`src/rtl/rgb_fader.sv`:
```
`default_nettype none
// ============================================================================
// Module   : rgb_fader
// Purpose  : Memory-mapped colour-fade engine on the PicoSoC iomem bus. Ramps
//            three 8-bit duty values one LSB per prescaler tick toward a
//            software-written target and feeds them to the pwm RGB driver.
// Ports    : clk, rst                 - clock, synchronous active-high reset
//            iomem_valid/ready        - bus request / one-cycle acknowledge
//            iomem_wstrb/addr/wdata   - write strobes (0 = read), address, data
//            iomem_rdata              - registered read data
//            duty_r/g/b               - current duty values to pwm
//            busy                     - any channel differs from its target
//            done                     - sticky completion flag (W1C)
// Revision : 1.0 - initial release
// ============================================================================
module rgb_fader #(
  parameter logic [7:0]  ADDR_HI    = 8'h04,
  parameter logic [15:0] RATE_RESET = 16'd1000
) (
  input  logic        clk,
  input  logic        rst,
  input  logic        iomem_valid,
  output logic        iomem_ready,
  input  logic [3:0]  iomem_wstrb,
  input  logic [31:0] iomem_addr,
  input  logic [31:0] iomem_wdata,
  output logic [31:0] iomem_rdata,
  output logic [7:0]  duty_r,
  output logic [7:0]  duty_g,
  output logic [7:0]  duty_b,
  output logic        busy,
  output logic        done
);

  localparam logic [7:0] C_OFF_TARGET  = 8'h00;
  localparam logic [7:0] C_OFF_CURRENT = 8'h04;
  localparam logic [7:0] C_OFF_RATE    = 8'h08;
  localparam logic [7:0] C_OFF_STATUS  = 8'h0C;

  // Channel packing in tgt/cur: R [7:0], G [15:8], B [23:16]
  logic [23:0] tgt_q, tgt_d;
  logic [23:0] cur_q, cur_d;
  logic [15:0] rate_q, rate_d;
  logic [15:0] pc_q, pc_d;
  logic        done_q, done_d;
  logic        busy_prev_q, busy_prev_d;
  logic        iomem_ready_q, iomem_ready_d;
  logic [31:0] iomem_rdata_q, iomem_rdata_d;

  logic        req;
  logic        wr;
  logic        wr_tgt, wr_cur, wr_rate, wr_stat;
  logic        tick;
  logic [7:0]  off;
  logic [7:0]  ch_cur, ch_tgt;
  logic [31:0] rd_mux;

  // Address and data bits that play no part in decode or storage
  logic        unused_bits;
  assign unused_bits = &{1'b0, iomem_addr[23:8], iomem_wdata[31:24]};

  assign busy = (cur_q[7:0]   != tgt_q[7:0])  |
                (cur_q[15:8]  != tgt_q[15:8]) |
                (cur_q[23:16] != tgt_q[23:16]);

  always_comb begin
    off     = iomem_addr[7:0];
    // ready_q masks the request so each accepted access yields a single ack
    req     = iomem_valid & ~iomem_ready_q & (iomem_addr[31:24] == ADDR_HI);
    wr      = req & (|iomem_wstrb);
    wr_tgt  = wr & (off == C_OFF_TARGET);
    wr_cur  = wr & (off == C_OFF_CURRENT);
    wr_rate = wr & (off == C_OFF_RATE);
    wr_stat = wr & (off == C_OFF_STATUS);

    tick    = (pc_q == rate_q);

    tgt_d   = tgt_q;
    cur_d   = cur_q;
    ch_cur  = 8'd0;
    ch_tgt  = 8'd0;
    for (int i = 0; i < 3; i++) begin
      ch_cur = cur_q[8*i +: 8];
      ch_tgt = tgt_q[8*i +: 8];
      // Step against the pre-write target; a CURRENT write to this byte wins
      if (tick) begin
        if (ch_cur < ch_tgt) begin
          cur_d[8*i +: 8] = ch_cur + 8'd1;
        end else if (ch_cur > ch_tgt) begin
          cur_d[8*i +: 8] = ch_cur - 8'd1;
        end
      end
      if (wr_cur && iomem_wstrb[i]) begin
        cur_d[8*i +: 8] = iomem_wdata[8*i +: 8];
      end
      if (wr_tgt && iomem_wstrb[i]) begin
        tgt_d[8*i +: 8] = iomem_wdata[8*i +: 8];
      end
    end

    rate_d = rate_q;
    if (wr_rate && iomem_wstrb[0]) rate_d[7:0]  = iomem_wdata[7:0];
    if (wr_rate && iomem_wstrb[1]) rate_d[15:8] = iomem_wdata[15:8];

    // Any RATE write restarts the prescaler so the new period starts cleanly
    pc_d = (tick || wr_rate) ? 16'd0 : pc_q + 16'd1;

    busy_prev_d = busy;
    done_d      = done_q;
    if (wr_stat && iomem_wstrb[0] && iomem_wdata[1]) done_d = 1'b0;
    // Set after the W1C so a coincident completion is never lost
    if (busy_prev_q && !busy) done_d = 1'b1;

    case (off)
      C_OFF_TARGET:  rd_mux = {8'd0, tgt_q};
      C_OFF_CURRENT: rd_mux = {8'd0, cur_q};
      C_OFF_RATE:    rd_mux = {16'd0, rate_q};
      C_OFF_STATUS:  rd_mux = {30'd0, done_q, busy};
      default:       rd_mux = 32'd0;
    endcase

    iomem_ready_d = req;
    iomem_rdata_d = req ? rd_mux : 32'd0;
  end

  always_ff @(posedge clk) begin
    if (rst) begin
      tgt_q         <= 24'd0;
      cur_q         <= 24'd0;
      rate_q        <= RATE_RESET;
      pc_q          <= 16'd0;
      done_q        <= 1'b0;
      busy_prev_q   <= 1'b0;
      iomem_ready_q <= 1'b0;
      iomem_rdata_q <= 32'd0;
    end else begin
      tgt_q         <= tgt_d;
      cur_q         <= cur_d;
      rate_q        <= rate_d;
      pc_q          <= pc_d;
      done_q        <= done_d;
      busy_prev_q   <= busy_prev_d;
      iomem_ready_q <= iomem_ready_d;
      iomem_rdata_q <= iomem_rdata_d;
    end
  end

  assign iomem_ready = iomem_ready_q;
  assign iomem_rdata = iomem_rdata_q;
  assign duty_r      = cur_q[7:0];
  assign duty_g      = cur_q[15:8];
  assign duty_b      = cur_q[23:16];
  assign done        = done_q;

endmodule
`default_nettype wire
```
`config.mk`:
```
export PLATFORM = sky130hd
export DESIGN_NAME = rgb_fader
export DESIGN_NICKNAME = d
export VERILOG_FILES = /design/src/rtl/rgb_fader.sv
export SDC_FILE = /design/constraint.sdc
export NUM_CORES = 1
export LEC_CHECK = 0
export BUFFER_PORTS_ARGS = -buffer_cell sky130_fd_sc_hd__buf_2
export CAP_MARGIN = 15
export CORE_MARGIN = 2
export CORE_UTILIZATION = 40
export CTS_BUF_LIST = sky130_fd_sc_hd__clkbuf_8
export DETAILED_ROUTE_END_ITERATION = 7
export SETUP_SLACK_MARGIN = 0.05
export SLEW_MARGIN = 10
export SYNTH_ARGS = -nofsm -noshare
export SYNTH_HDL_FRONTEND = slang
export SYNTH_SLANG_ARGS = --single-unit
```
`constraint.sdc`:
```
create_clock -name clk -period 3.6 [get_ports clk]
set_input_delay 0.72 -clock clk [delete_from_list [all_inputs] [get_ports clk]]
set_output_delay 0.72 -clock clk [all_outputs]
set_load 0.05 [all_outputs]
```
Yosys cells after proc, flatten, opt, wreduce, memory -nomap -nowiden
Cells that the tools add are included.
{ "word_totals": {"register_bits": 115, "in_bits": 71, "output_inout_bits": 59} }
{ "classes": {"addsub": 7, "magnitude_cmp": 6, "eq_ne": 8, "mux": 15, "bitwise": 11, "n_reduce_logical": 27} }
{ "op_table": {"columns": ["operator", "count"], "rows": [
  ["2-to-1 mux 8 bit", 12],
  ["case mux 24 bit (4 select lines)", 1],
  ["adder 8 x 1 -> 8 bit (second input constant)", 3],
  ["> comparator 8 bit", 3],
  ["less-than comparator 8 bit", 3],
  ["!= test 8 bit", 3],
  ["subtractor 8 x 1 -> 8 bit (second input constant)", 3],
  ["adder 16 x 1 -> 16 bit (second input constant)", 1],
  ["== test 16 bit", 1],
  ["== test 8 x 3 -> 1 bit (second input constant)", 2],
  ["== test 8 x 4 -> 1 bit (second input constant)", 2],
  ["logical AND 1 bit", 11],
  ["nonzero test 3 bit", 3],
  ["logical NOT 8 bit", 1],
  ["nonzero test 2 bit", 4],
  ["bitwise AND 1 bit", 7],
  ["AND reduction 2 bit", 3],
  ["OR reduction 2 bit", 2],
  ["OR reduction 4 bit", 1],
  ["2-to-1 mux 1 bit", 2],
  ["inverter 1 bit", 2],
  ["bitwise OR 1 bit", 2],
  ["logical NOT 1 bit", 1],
  ["logical OR 1 bit", 1]
]} }

Depth between registers and ports, before layout
{ "logic_depth": {"depth_word": 9, "mapped_depth": 14} }

Worst setup path after synthesis
No wires, ideal clock.
{ "synth_timing": {"path_kind": "register to register", "from": "register cur_q[13]", "to": "register cur_q[14]", "arrival_ns": 3.269, "required_ns": 3.530, "setup_slack_ns": 0.261, "stages_incl_launch_ff": 13, "n_path_buf": 0, "synth_period_minus_slack_ns": 3.339, "cell_sequence": "dfxtp_1 > ha_1 > a21oi_1 > o21a_1 > a21boi_0 > inv_1 > ha_1 > a21o_1 > a21oi_1 > or4b_2 > o2111ai_1 > mux2i_1 > a21oi_1"} }
{ "synth_via": {"elab_chain_len": 5, "word_cells_on_any_way": 10, "cone_classes": "add/sub: 2; order compare: 2; mux: 4; reduce/logical: 2"} }
{ "synth_rtl": {"columns": ["element", "line", "text"], "rows": [
  ["start: declaration", "42", "logic [23:0] cur_q, cur_d;"],
  ["start signal: assignment", "138", "cur_q <= cur_d;"],
  ["subtractor 8 x 1 -> 8 bit", "90", "cur_d[8*i +: 8] = ch_cur - 8'd1;"],
  ["2-to-1 mux 8 bit", "89", "end else if (ch_cur > ch_tgt) begin"],
  ["2-to-1 mux 8 bit", "87", "if (ch_cur < ch_tgt) begin"],
  ["2-to-1 mux 8 bit", "86", "if (tick) begin"],
  ["2-to-1 mux 8 bit", "93", "if (wr_cur && iomem_wstrb[i]) begin"]
]} }
Parallel ways exist; a longest one is shown, timed or not. The select of a mux whose other input is x is not followed.
A chain may end at the register's enable or synchronous reset.

Worst setup path after layout
{ "layout_timing": {"from": "register cur_q[21]", "to": "register cur_q[22]"} }
The elaborated chain is that of the path after synthesis.

==> results.json <==
{
  "die_height_um": 128,
  "slowest_delay_ns": 0.62,
  "drc_errors": 0,
  "first_global_vias": 5090,
  "hold_buffers": 0,
  "gp_congestion": 0.843,
  "syn_area_sq_um": 6130,
  "ys_seq_area_frac": 0.349,
  "clockRootBuffer": "clkbuf_8",
  "cp_cell_sequence": "ha_1 -> a21oi_1 -> o21a_1 -> a21boi_0 -> inv_2 -> ha_1 -> a21o_1 -> a21oi_1 -> or4b_2 -> o2111ai_1 -> mux2i_1 -> a21oi_1",
  "n_antenna_cell": 0,
  "power_mw": 2.04,
  "avgRoutedWirePerCell_um": 15.5,
  "cp.arrival_ns": 3.64,
  "clock_path_buffers": 2,
  "drt-initial-drc-count": 308,
  "ant_nets": 0,
  "core.rowCount": 45,
  "critPathKind": "flop to flop",
  "endpoint_kind": "flop",
  "numClockSinks": 107,
  "worst-path-buf-inv": 1,
  "final_area_sq_um": 6990,
  "final_common_cell": "nor2_1",
  "reg2reg_from": "cur_q[21]",
  "cts-htree-levels": 3,
  "numCtsBuffers": 9,
  "yosysWarnings": 0,
  "status": "completed",
  "hold_slack_ns": 0.460,
  "post-route-min-period_ns": 3.33,
  "antenna_found_initial": 0,
  "grt_overflow_total": 0,
  "final_cell_mix": "nor2_1 (108), dfxtp_1 (107), buf_2 (97), mux2i_1 (71), a21oi_1 (55)",
  "drive_gt1_frac": 0.172,
  "die-area_sq_um": 16300,
  "firstDrtPassIters": 6,
  "tightest_slew_ns": 0.959,
  "clock_insertion_delay_worst_skew_ns": 0.38,
  "clk_pin_slew_ns": 0.10,
  "synthArstFlopShare": 0,
  "crit_fanout": 8,
  "start_util": 0.406,
  "dpl-instance-area_sq_um": 6800,
  "grt_use_total": 0.190,
  "core-area_sq_um": 15100,
  "hpwl_um": 11500,
  "hold_viol": 0,
  "ir_drop_mv": 0.149,
  "maxCapViolCount": 0,
  "synth-edff-count": 0,
  "crit_path_top_delay_cell": "or4b_2",
  "cts_setup_buffers": 0,
  "io_pins": 130,
  "syn_avg_cell_area_sq_um": 8.79,
  "synth_cell_types": 51,
  "synth_top_area_frac": 0.349,
  "slew_headroom": 0.359,
  "grt_pass1_wl_um": 24900,
  "stdcell_count": 984,
  "p_leak_nw": 2.96,
  "critPathLaunchType": "flop",
  "setup_viol": 0,
  "yosys-top-cells-area": "dfxtp_1 (35%), mux2i_1 (12%), ha_1 (9.4%)",
  "p_per_area_nw_per_um2": 291,
  "hp-class": "flop to flop",
  "drt-vias-per-instance": 5.27,
  "startpoint": "cur_q[21]",
  "dp.cells": 968,
  "synth_ff_type": "dfxtp_1",
  "wl_um": 15200,
  "fmax_mhz": 300,
  "die_w_um": 128,
  "num_vias": 5184,
  "rsz0062_at_grt": "no",
  "fillers": 1541,
  "synth_area_leader_cell": "dfxtp_1",
  "synth_cells": 697,
  "io_buffers": 97,
  "fin_nets": 911,
  "slew_violations": 0,
  "required_ns": 3.91,
  "path_common_cell": "a21oi_1",
  "fin_tns_setup_ns": 0,
  "fin_skew_ns": 0.00932,
  "grt_max_degree": 40,
  "cpLargestDelayFamily": "compound AO/OA/AOI/OAI gates",
  "synth-seq-cells": 107,
  "min_from": "busy_prev_q",
  "area_growth_pct": 14.0,
  "period_share": 0.925,
  "cts_tree": "built"
}
path summary, 6_finish.rpt:
| check | endpoint | slack (ns) | cells after the start |
|---|---|---|---|
| hold reg to reg | done | 0.46 | 2 |
| setup reg to reg | cur_q[22] | 0.27 | 12 |
| setup / recovery | cur_q[22] | 0.27 | 12 |
| hold / removal | done | 0.46 | 2 |
power breakdown:
group | total, mW | internal, mW | leakage (nW) | switching (mW)
sequential | 1.19 | 1.19 | 0.862 | 0.00388
clock | 0.732 | 0.331 | 0.111 | 0.402
combinational | 0.115 | 0.0357 | 1.98 | 0.0790
total | 2.04 | 1.55 | 2.96 | 0.484
sequential cells by signal, summed over array words and instances (netlist names):
register and flops:
done 1, rate_q 16, busy_prev_q 1, iomem_ready 1, pc_q 16, iomem_rdata 24
tgt_q 24, cur_q 24
worst reg2reg max path, cell delays in order (launching register included):
cell and delay, ns:
dfxtp_1 0.46, ha_1 0.31, a21oi_1 0.14, o21a_1 0.16
a21boi_0 0.37, inv_2 0.18, ha_1 0.39, a21o_1 0.14
a21oi_1 0.10, or4b_2 0.62, o2111ai_1 0.13, mux2i_1 0.11
a21oi_1 0.15
routing by layer:
layer | GRT usage | share of wire
met4 | 0.0556 | 0.013
met1 | 0.248 | 0.47
met3 | 0.0263 | 0.036
met5 | 0 | 0
met2 | 0.329 | 0.48
cell families after synthesis:
family,synth area share
buffers and inverters,0.0565
AND/OR/NAND/NOR,0.150
XOR/XNOR,0.0710
flip-flops,0.349
other,0.000612
adder cells (fa/ha/maj),0.104
AO/OA/AOI/OAI,0.151
multiplexers,0.118
stage by stage:
stage	setup slack [ns]	util
floorplan	0.261	-
global placement	0.299	0.451
detailed placement	0.164	0.451
CTS	0.153	0.463
global route	0.0901	0.463
finish	0.272	0.463
synth_stat cells, types with 9 or more instances:
library cell and count:
clkbuf_1 16, dfxtp_1 107, nand3_1 12, and3_1 9
nor2_1 108, o21ai_0 28, mux2i_1 71, a22oi_1 9
ha_1 46, xnor2_1 16, inv_1 46, buf_4 11
xor2_1 26, nand2_1 33, a21oi_1 55
what timing repair did:
action / CTS / global route
endpoints found under the setup margin: 0 / 4
endpoints found under the hold margin: 0 / 0
resized for setup: 0 / 3
layout make-up:
cell class	count	area, sq um	share of cell area
multi-input cells	517	3670	0.525
flip-flops and latches	107	2140	0.307
repair buffers	110	583	0.0834
well taps	188	235	0.0337
inverters	46	173	0.0247
clock buffers	10	138	0.0197
clock inverters	6	50.0	0.00716
Power figures use the tool's default switching activity.
